## src/rtl/hls_run_sequencer_if.sv

```systemverilog
// Signal bundle between the run sequencer and the accelerator/host side.
// The master modport is the sequencer; the slave modport is the environment around it.
interface hls_run_sequencer_if #(
    parameter int RUN_W = 8,
    parameter int CYC_W = 32
);
    logic                   cfg_start;
    logic [RUN_W-1:0]       cfg_num_runs;
    logic [CYC_W-1:0]       cfg_timeout;
    logic                   cfg_stop_on_fail;
    logic                   abort;
    logic                   acc_reset;
    logic                   acc_start_port;
    logic                   acc_done_port;
    logic                   busy;
    logic                   res_valid;
    logic [RUN_W-1:0]       res_run_idx;
    logic [CYC_W-1:0]       res_cycles;
    logic [1:0]             res_status;
    logic                   campaign_done;
    logic [CYC_W-1:0]       stat_min;
    logic [CYC_W-1:0]       stat_max;
    logic [CYC_W+RUN_W-1:0] stat_total;
    logic [RUN_W-1:0]       stat_timeouts;

    modport master (
        input  cfg_start, cfg_num_runs, cfg_timeout, cfg_stop_on_fail, abort, acc_done_port,
        output acc_reset, acc_start_port, busy, res_valid, res_run_idx, res_cycles, res_status,
               campaign_done, stat_min, stat_max, stat_total, stat_timeouts
    );

    modport slave (
        output cfg_start, cfg_num_runs, cfg_timeout, cfg_stop_on_fail, abort, acc_done_port,
        input  acc_reset, acc_start_port, busy, res_valid, res_run_idx, res_cycles, res_status,
               campaign_done, stat_min, stat_max, stat_total, stat_timeouts
    );
endinterface

```

## src/rtl/hls_run_sequencer.sv

```systemverilog
// Campaign controller for a start_port/done_port accelerator: reset, start, time each run,
// enforce a watchdog, repeat, and publish per-run results plus campaign statistics.
module hls_run_sequencer #(
    parameter int RUN_W      = 8,
    parameter int CYC_W      = 32,
    parameter int RST_CYCLES = 2
) (
    input  logic                 clock,
    input  logic                 reset,
    hls_run_sequencer_if.master  bus
);
    typedef enum logic [2:0] {
        S_IDLE,
        S_RST,
        S_START,
        S_WAIT,
        S_REPORT,
        S_FINISH
    } state_t;

    localparam int              TOT_W   = CYC_W + RUN_W;
    localparam int              RC_W    = (RST_CYCLES > 1) ? $clog2(RST_CYCLES) : 1;
    localparam logic [RC_W-1:0] RC_LAST = RC_W'(RST_CYCLES - 1);
    localparam logic [1:0]      ST_OK      = 2'b00;
    localparam logic [1:0]      ST_TIMEOUT = 2'b01;
    localparam logic [1:0]      ST_ABORT   = 2'b10;

    state_t             state_q, state_d;
    logic [RC_W-1:0]    rst_cnt_q, rst_cnt_d;
    logic [CYC_W-1:0]   cnt_q, cnt_d;
    logic [RUN_W-1:0]   idx_q, idx_d;
    logic [RUN_W-1:0]   num_runs_q, num_runs_d;
    logic [CYC_W-1:0]   timeout_q, timeout_d;
    logic               stop_q, stop_d;
    logic               abort_q, abort_d;
    logic [RUN_W-1:0]   res_idx_q, res_idx_d;
    logic [CYC_W-1:0]   res_cycles_q, res_cycles_d;
    logic [1:0]         res_status_q, res_status_d;
    logic [CYC_W-1:0]   stat_min_q, stat_min_d;
    logic [CYC_W-1:0]   stat_max_q, stat_max_d;
    logic [TOT_W-1:0]   stat_total_q, stat_total_d;
    logic [RUN_W-1:0]   stat_to_q, stat_to_d;

    logic               abort_seen;
    logic [CYC_W-1:0]   cnt_inc;
    logic               last_run;

    // An abort arriving in the current cycle counts as latched, so abort+done resolves as aborted.
    assign abort_seen = abort_q | bus.abort;
    assign cnt_inc    = (&cnt_q) ? cnt_q : cnt_q + CYC_W'(1);
    assign last_run   = (idx_q == num_runs_q - RUN_W'(1));

    always_ff @(posedge clock) begin
        if (!reset) begin
            state_q      <= S_IDLE;
            rst_cnt_q    <= '0;
            cnt_q        <= '0;
            idx_q        <= '0;
            num_runs_q   <= '0;
            timeout_q    <= '0;
            stop_q       <= 1'b0;
            abort_q      <= 1'b0;
            res_idx_q    <= '0;
            res_cycles_q <= '0;
            res_status_q <= '0;
            stat_min_q   <= '1;
            stat_max_q   <= '0;
            stat_total_q <= '0;
            stat_to_q    <= '0;
        end else begin
            state_q      <= state_d;
            rst_cnt_q    <= rst_cnt_d;
            cnt_q        <= cnt_d;
            idx_q        <= idx_d;
            num_runs_q   <= num_runs_d;
            timeout_q    <= timeout_d;
            stop_q       <= stop_d;
            abort_q      <= abort_d;
            res_idx_q    <= res_idx_d;
            res_cycles_q <= res_cycles_d;
            res_status_q <= res_status_d;
            stat_min_q   <= stat_min_d;
            stat_max_q   <= stat_max_d;
            stat_total_q <= stat_total_d;
            stat_to_q    <= stat_to_d;
        end
    end

    always_comb begin
        state_d      = state_q;
        rst_cnt_d    = rst_cnt_q;
        cnt_d        = cnt_q;
        idx_d        = idx_q;
        num_runs_d   = num_runs_q;
        timeout_d    = timeout_q;
        stop_d       = stop_q;
        abort_d      = abort_q | (bus.abort && (state_q != S_IDLE));
        res_idx_d    = res_idx_q;
        res_cycles_d = res_cycles_q;
        res_status_d = res_status_q;
        stat_min_d   = stat_min_q;
        stat_max_d   = stat_max_q;
        stat_total_d = stat_total_q;
        stat_to_d    = stat_to_q;

        case (state_q)
            S_IDLE: begin
                if (bus.cfg_start) begin
                    num_runs_d   = bus.cfg_num_runs;
                    timeout_d    = bus.cfg_timeout;
                    stop_d       = bus.cfg_stop_on_fail;
                    stat_min_d   = '1;
                    stat_max_d   = '0;
                    stat_total_d = '0;
                    stat_to_d    = '0;
                    idx_d        = '0;
                    rst_cnt_d    = '0;
                    state_d      = (bus.cfg_num_runs == '0) ? S_FINISH : S_RST;
                end
            end
            S_RST: begin
                if (rst_cnt_q == RC_LAST) begin
                    rst_cnt_d = '0;
                    state_d   = abort_seen ? S_FINISH : S_START;
                end else begin
                    rst_cnt_d = rst_cnt_q + RC_W'(1);
                end
            end
            S_START: begin
                cnt_d   = '0;
                state_d = S_WAIT;
            end
            S_WAIT: begin
                // Result and statistics are registered on entry so they are visible during REPORT.
                res_idx_d = idx_q;
                if (abort_seen) begin
                    res_status_d = ST_ABORT;
                    res_cycles_d = cnt_inc;
                    state_d      = S_REPORT;
                end else if (bus.acc_done_port) begin
                    res_status_d = ST_OK;
                    res_cycles_d = cnt_inc;
                    stat_total_d = stat_total_q + TOT_W'(cnt_inc);
                    if (cnt_inc < stat_min_q) stat_min_d = cnt_inc;
                    if (cnt_inc > stat_max_q) stat_max_d = cnt_inc;
                    state_d      = S_REPORT;
                end else if ((timeout_q != '0) && (cnt_inc == timeout_q)) begin
                    res_status_d = ST_TIMEOUT;
                    res_cycles_d = timeout_q;
                    stat_to_d    = stat_to_q + RUN_W'(1);
                    state_d      = S_REPORT;
                end else begin
                    cnt_d = cnt_inc;
                end
            end
            S_REPORT: begin
                if ((res_status_q == ST_ABORT) || last_run ||
                    ((res_status_q == ST_TIMEOUT) && stop_q)) begin
                    state_d = S_FINISH;
                end else begin
                    idx_d     = idx_q + RUN_W'(1);
                    rst_cnt_d = '0;
                    // A timed-out accelerator is re-reset; good runs restart immediately.
                    state_d   = (res_status_q == ST_TIMEOUT) ? S_RST : S_START;
                end
            end
            S_FINISH: begin
                abort_d = 1'b0;
                state_d = S_IDLE;
            end
            default: begin
                state_d = S_IDLE;
            end
        endcase
    end

    assign bus.acc_reset      = reset && (state_q != S_RST);
    assign bus.acc_start_port = (state_q == S_START);
    assign bus.busy           = (state_q != S_IDLE);
    assign bus.res_valid      = (state_q == S_REPORT);
    assign bus.campaign_done  = (state_q == S_FINISH);
    assign bus.res_run_idx    = res_idx_q;
    assign bus.res_cycles     = res_cycles_q;
    assign bus.res_status     = res_status_q;
    assign bus.stat_min       = stat_min_q;
    assign bus.stat_max       = stat_max_q;
    assign bus.stat_total     = stat_total_q;
    assign bus.stat_timeouts  = stat_to_q;
endmodule

```

## src/flat_wrapper.sv

```systemverilog
// flat-port wrapper written by rule: the top's interface ports become plain ports
module hls_run_sequencer_flat 
#(
    parameter int RUN_W      = 8,
    parameter int CYC_W      = 32,
    parameter int RST_CYCLES = 2
)
  (clock, reset, bus_cfg_start, bus_cfg_num_runs, bus_cfg_timeout, bus_cfg_stop_on_fail, bus_abort, bus_acc_done_port, bus_acc_reset, bus_acc_start_port, bus_busy, bus_res_valid, bus_res_run_idx, bus_res_cycles, bus_res_status, bus_campaign_done, bus_stat_min, bus_stat_max, bus_stat_total, bus_stat_timeouts);
  hls_run_sequencer_if #(.RUN_W(RUN_W), .CYC_W(CYC_W)) bus_i ();
  input  logic clock;
  input  logic reset;
  input wire logic [$bits(bus_i.cfg_start)-1:0] bus_cfg_start;
  input wire logic [$bits(bus_i.cfg_num_runs)-1:0] bus_cfg_num_runs;
  input wire logic [$bits(bus_i.cfg_timeout)-1:0] bus_cfg_timeout;
  input wire logic [$bits(bus_i.cfg_stop_on_fail)-1:0] bus_cfg_stop_on_fail;
  input wire logic [$bits(bus_i.abort)-1:0] bus_abort;
  input wire logic [$bits(bus_i.acc_done_port)-1:0] bus_acc_done_port;
  output wire logic [$bits(bus_i.acc_reset)-1:0] bus_acc_reset;
  output wire logic [$bits(bus_i.acc_start_port)-1:0] bus_acc_start_port;
  output wire logic [$bits(bus_i.busy)-1:0] bus_busy;
  output wire logic [$bits(bus_i.res_valid)-1:0] bus_res_valid;
  output wire logic [$bits(bus_i.res_run_idx)-1:0] bus_res_run_idx;
  output wire logic [$bits(bus_i.res_cycles)-1:0] bus_res_cycles;
  output wire logic [$bits(bus_i.res_status)-1:0] bus_res_status;
  output wire logic [$bits(bus_i.campaign_done)-1:0] bus_campaign_done;
  output wire logic [$bits(bus_i.stat_min)-1:0] bus_stat_min;
  output wire logic [$bits(bus_i.stat_max)-1:0] bus_stat_max;
  output wire logic [$bits(bus_i.stat_total)-1:0] bus_stat_total;
  output wire logic [$bits(bus_i.stat_timeouts)-1:0] bus_stat_timeouts;
  assign bus_i.cfg_start = bus_cfg_start;
  assign bus_i.cfg_num_runs = bus_cfg_num_runs;
  assign bus_i.cfg_timeout = bus_cfg_timeout;
  assign bus_i.cfg_stop_on_fail = bus_cfg_stop_on_fail;
  assign bus_i.abort = bus_abort;
  assign bus_i.acc_done_port = bus_acc_done_port;
  assign bus_acc_reset = bus_i.acc_reset;
  assign bus_acc_start_port = bus_i.acc_start_port;
  assign bus_busy = bus_i.busy;
  assign bus_res_valid = bus_i.res_valid;
  assign bus_res_run_idx = bus_i.res_run_idx;
  assign bus_res_cycles = bus_i.res_cycles;
  assign bus_res_status = bus_i.res_status;
  assign bus_campaign_done = bus_i.campaign_done;
  assign bus_stat_min = bus_i.stat_min;
  assign bus_stat_max = bus_i.stat_max;
  assign bus_stat_total = bus_i.stat_total;
  assign bus_stat_timeouts = bus_i.stat_timeouts;
  hls_run_sequencer #(.RUN_W(RUN_W), .CYC_W(CYC_W), .RST_CYCLES(RST_CYCLES)) u_core (.clock(clock), .reset(reset), .bus(bus_i));
endmodule
```

## config.mk

```make
export PLATFORM = sky130hd
export DESIGN_NAME = hls_run_sequencer_flat
export DESIGN_NICKNAME = d
export VERILOG_FILES = /design/src/rtl/hls_run_sequencer_if.sv /design/src/rtl/hls_run_sequencer.sv /design/src/flat_wrapper.sv
export SDC_FILE = /design/constraint.sdc
export NUM_CORES = 1
export LEC_CHECK = 0
export CAP_MARGIN = 40
export CORE_MARGIN = 2
export CORE_UTILIZATION = 49
export CTS_BUF_LIST = sky130_fd_sc_hd__clkbuf_2
export CTS_CLUSTER_SIZE = 14
export DETAILED_ROUTE_END_ITERATION = 10
export PLACE_DENSITY = 0.81
export SYNTH_ARGS = -nofsm -noshare
export SYNTH_HDL_FRONTEND = slang
export SYNTH_SLANG_ARGS = --single-unit
export TNS_END_PERCENT = 5
```

## constraint.sdc

```tcl
create_clock -name clock -period 7 [get_ports clock]
set_clock_uncertainty 0.15 [all_clocks]
set_input_delay 1.4 -clock clock [delete_from_list [all_inputs] [get_ports clock]]
set_output_delay 1.4 -clock clock [all_outputs]
set_load 0.005 [all_outputs]
```

==> impl_metrics.sql <==
INSERT INTO impl_metrics (metric_group, metric, value, unit) VALUES
('logic_synthesis', 'synthesis.area_per_instance', '7.64', 'µm²'),
('timing', 'timing_hold_violations_final', '0', ''),
('worst_setup_path', 'criticalPathCategory', 'reg2reg', ''),
('power_and_ir_drop', 'netSwitchingFraction', '31.0', '%'),
('logic_synthesis', 'synth_enable_flop_cells', '0', ''),
('power_and_ir_drop', 'netSwitchingPower', '825', 'µW'),
('global_routing', 'antenna_found_initial', '2', ''),
('place', 'globalplace.congestion', '1.04', ''),
('clock_tree', 'master_cell_of_the_clock_root_buffer', 'clkbuf_2', ''),
('outcome', 'outcome', 'complete, no violations', ''),
('timing', 'layout_worst_path_cycle_share', '89.3', '%'),
('power_and_ir_drop', 'register_share_of_total_power', '54.0', '%'),
('clock_tree', 'ctsLongestPathBuffers', '3', ''),
('power_and_ir_drop', 'intPower', '1840', 'µW'),
('logic_synthesis', 'ys.warnings.count', '0', ''),
('cells_and_area', 'multiInputGateArea', '9100', 'µm²'),
('route', 'wire_per_inst', '20.5', 'µm'),
('die', 'dieArea', '31800', 'µm²'),
('worst_setup_path', 'worstPathArrival', '6.97', 'ns'),
('global_routing', 'maximum_number_of_pins_on_one_net_before_global_route_repair', '74', ''),
('die', 'initial_core_util', '49.9', '%'),
('die', 'dieHeight', '178', 'µm'),
('die', 'width_of_the_chip', '178', 'µm'),
('clock_tree', 'cts-hold-fix-buffers', '0', ''),
('route', 'antenna_left', '0', ''),
('global_routing', 'grt_use_total', '32.2', '%'),
('cells_and_area', 'nNetsFinal', '2288', ''),
('timing', 'finalWorstPathRequiredPeriod', '6.25', 'ns'),
('logic_synthesis', 'synth.ff_latch_count', '240', ''),
('timing', 'setup-tns-final', '0', 'ns'),
('power_and_ir_drop', 'vdd_drop_max', '126', 'µV'),
('global_routing', 'first_global_vias', '14500', ''),
('timing', 'slew_violations', '0', ''),
('route', 'vias', '15500', ''),
('power_and_ir_drop', 'powerDensity', '150', 'nW/µm²'),
('cells_and_area', 'area_delta_synth_final', '19.7', '%'),
('die', 'floorplan_core_area', '29800', 'µm²'),
('global_routing', 'grt_first_pass_wirelength', '80.3', 'mm'),
('die', 'pin_count', '205', ''),
('route', 'first_pass_iters', '7', ''),
('power_and_ir_drop', 'design_power_total', '2660', 'µW'),
('place', 'post-dp-hpwl', '40.0', 'mm'),
('logic_synthesis', 'synth_top_flop_cell', 'dfxtp_1', ''),
('global_routing', 'grt_overflow', '0', ''),
('power_and_ir_drop', 'power.static_leakage', '0.00769', 'µW'),
('route', 'wirelength', '52.7', 'mm'),
('cells_and_area', 'layout-drive-gt1-share', '7.86', '%'),
('cells_and_area', 'fillCellCount', '2695', ''),
('clock_tree', 'cts_tree', 'done', ''),
('clock_tree', 'h-tree-depth', '2', ''),
('logic_synthesis', 'synth_async_sr_flop_share', '0', '%'),
('cells_and_area', 'seq_area', '4800', 'µm²'),
('flow_run', 'maxCapViolCount', '0', ''),
('timing', 'fmax', '160', 'MHz'),
('worst_setup_path', 'setup.worst_path.start_class', 'register', ''),
('logic_synthesis', 'syn_nets', '2093', ''),
('clock_tree', 'insertion_delay', '0.94', 'ns'),
('timing', 'rsz_0062_raised_after_global_routing', 'no', ''),
('route', 'drtIter0Drc', '1259', ''),
('timing', 'max_slew.worst_pin.slew', '0.824', 'ns'),
('logic_synthesis', 'syn_area', '14900', 'µm²'),
('power_and_ir_drop', 'pwr-share-clk', '34.3', '%'),
('clock_tree', 'clk_pin_slew', '0.11', 'ns'),
('clock_tree', 'numCtsBuffers', '61', ''),
('place', 'buffer_ports.inserted', '204', ''),
('worst_setup_path', 'timing.critical_path.required', '7.72', 'ns'),
('logic_synthesis', 'syn_inst', '1947', ''),
('logic_synthesis', 'ys_types', '82', ''),
('die', 'fp_rows', '63', ''),
('worst_setup_path', 'worstSetupEndpointType', 'register', ''),
('timing', 'final-setup-viol-count', '0', ''),
('worst_hold_path', 'min_path_type', 'reg2reg', ''),
('clock_tree', 'clock-sinks', '240', ''),
('timing', 'max-slew-margin-rel', '44.8', '%'),
('logic_synthesis', 'yosysSeqAreaShare', '32.3', '%'),
('route', 'drc_errors', '0', ''),
('worst_setup_path', 'crit_fanout', '8', ''),
('clock_tree', 'cts.repair_timing.setup_buffer_count', '0', ''),
('route', 'post_drt_via_cell_ratio', '6.04', ''),
('power_and_ir_drop', 'power.combinational.fraction', '11.6', '%');
## layout by cell type, fill, tap and decap left out, types with 9 or more instances in the layout
| cell type | netlist | routed |
|---|---|---|
| a21o_1 | 34 | 34 |
| a21oi_1 | 137 | 137 |
| a22oi_1 | 20 | 20 |
| a31oi_1 | 42 | 42 |
| and2_1 | 21 | 21 |
| and3_1 | 28 | 28 |
| buf_4 | 6 | 49 |
| clkbuf_2 | 2 | 86 |
| clkdlybuf4s50_1 | 0 | 203 |
| dfxtp_1 | 240 | 240 |
| ha_1 | 99 | 99 |
| inv_1 | 123 | 123 |
| mux2i_1 | 30 | 30 |
| nand2_1 | 316 | 315 |
| nand2b_1 | 12 | 12 |
| nand3_1 | 70 | 70 |
| nand4_1 | 32 | 32 |
| nor2_1 | 118 | 117 |
| nor2b_1 | 11 | 11 |
| nor3_1 | 46 | 46 |
| nor4_1 | 25 | 25 |
| o2111ai_1 | 29 | 29 |
| o211ai_1 | 9 | 9 |
| o21a_1 | 10 | 10 |
| o21ai_0 | 133 | 132 |
| o31ai_1 | 12 | 12 |
| or3_1 | 10 | 10 |
| xnor2_1 | 59 | 59 |
| xor2_1 | 30 | 30 |
## cell usage after synthesis, drive strengths merged, types with 4 or more instances
library cell	n	area share (%)
inv	123	3.1
nor3	47	1.7
ha	99	8.3
nor2	119	3.0
a21boi	6	0.30
nand3b	5	0.25
o21ai	141	4.7
a41oi	5	0.29
a31oi	42	1.8
or3	10	0.42
o221ai	4	0.24
clkbuf	89	2.3
and2	21	0.88
nand4	35	1.7
mux2i	30	2.0
nor4	28	1.4
o211ai	10	0.54
o21a	10	0.50
xor2	30	1.8
nor2b	11	0.46
or4	5	0.25
a221oi	5	0.29
nand2b	12	0.50
buf	34	1.3
a31o	4	0.24
and4	8	0.47
a21o	34	1.7
a21oi	138	4.7
o22ai	7	0.29
and3	28	1.2
nor3b	6	0.30
xnor2	59	3.5
o31ai	16	0.94
dfxtp	240	32
a211oi	8	0.40
o2111ai	29	1.7
o22a	4	0.29
nand2	317	8.0
a22oi	20	1.0
nand3	71	2.5
## stage by stage
step | util, % | cells | area (µm²) | setup WS (ns) | hold slack [ns]
3_3_place_gp | 57.9 | 2466 | 17300 | 0.815 | 0.293
2_1_floorplan | - | 1947 | 14900 | 1.61 | 0.287
4_1_cts | 59.7 | 2565 | 17800 | 0.691 | 0.313
3_5_place_dp | 58.1 | 2469 | 17300 | 0.688 | 0.300
5_1_grt | 59.7 | 2566 | 17800 | 0.0262 | 0.335
6_report | 59.7 | 2566 | 17800 | 0.748 | 0.310
## final cells by class
type                       instances  share of cell area (%)
antenna                            1                  0.0141
clock buffer                      86                    2.42
clock inverter                    10                   0.267
inverter                         124                    2.61
multi-input combinational       1460                    51.1
sequential                       240                    27.0
tap                              390                    2.74
timing repair buffer             255                    13.8
## timing repair
action,4_1_cts,5_1_grt
gates resized for setup,0,1
hold endpoints to repair,0,0
endpoints found under the setup margin,0,4
## final timing paths
kind | from | endpoint | slack [ns] | cells after the start
min | u_core.bus.res_run_idx[1] | u_core.bus.res_run_idx[1] | 0.31 | 2
min reg2reg | u_core.bus.res_run_idx[1] | u_core.bus.res_run_idx[1] | 0.31 | 2
max reg2reg | u_core.cnt_q[1] | u_core.bus.stat_total[38] | 0.75 | 19
max | u_core.cnt_q[1] | u_core.bus.stat_total[38] | 0.75 | 19
## power by group through the flow
stage | registers [µW] | clock network, µW | logic [µW]
after global routing | 1440 | 1000 | 335
after floorplan | 1440 | 0 | 202
after detailed placement | 1470 | 0 | 306
after CTS | 1440 | 929 | 307
final | 1440 | 914 | 310
after global placement | 1470 | 0 | 296
## layer usage
metal  GRT usage, %  vias to the layer above  routed length, µm  part of all wire (%)
li1               -                     7300                  -                     -
met1           42.7                     7275              22400                    43
met2           52.0                      779              23800                    45
met3           5.97                      140               4390                   8.3
met4           12.3                        2               2000                   3.8
met5              0                        -                 13                 0.025
## state kept, by name (all words and copies together) (netlist names)
name,cells
u_core.bus.stat_total,40
u_core.bus.res_cycles,32
u_core.bus.stat_max,32
u_core.bus.stat_min,32
u_core.cnt_q,32
u_core.timeout_q,32
u_core.bus.res_run_idx,8
u_core.bus.stat_timeouts,8
u_core.idx_q,8
u_core.num_runs_q,8
u_core.state_q,3
u_core.bus.res_status,2
u_core.abort_q,1
u_core.rst_cnt_q,1
u_core.stop_q,1
## worst max-delay path, cell delays in order (launching register included)
cell,delay [ns]
dfxtp_1,0.51
ha_1,0.37
and3_1,0.43
nand2_1,0.28
nor3_4,0.35
nor2_1,0.09
xnor2_1,0.25
inv_1,0.18
ha_1,0.36
inv_1,0.04
o21ai_0,0.34
a2111oi_0,0.20
o311ai_0,0.63
a31oi_1,0.26
o21ai_1,0.45
a211oi_1,0.18
o21ai_0,0.34
a31oi_1,0.26
or3_1,0.36
a21oi_1,0.14
## logic make-up (layout without fill, tap and decap cells)
logic type	count (synthesis)	in the layout	synth area share [%]
other cells	0	1	0
simple gates	729	729	23.3
flops	240	240	32.3
buf+inv	247	475	6.70
xor+xnor	92	92	5.70
mux	30	30	2.02
fa+ha+maj	100	100	8.47
compound gates	509	509	21.5
Note: power is estimated with default switching activity, not from simulation.
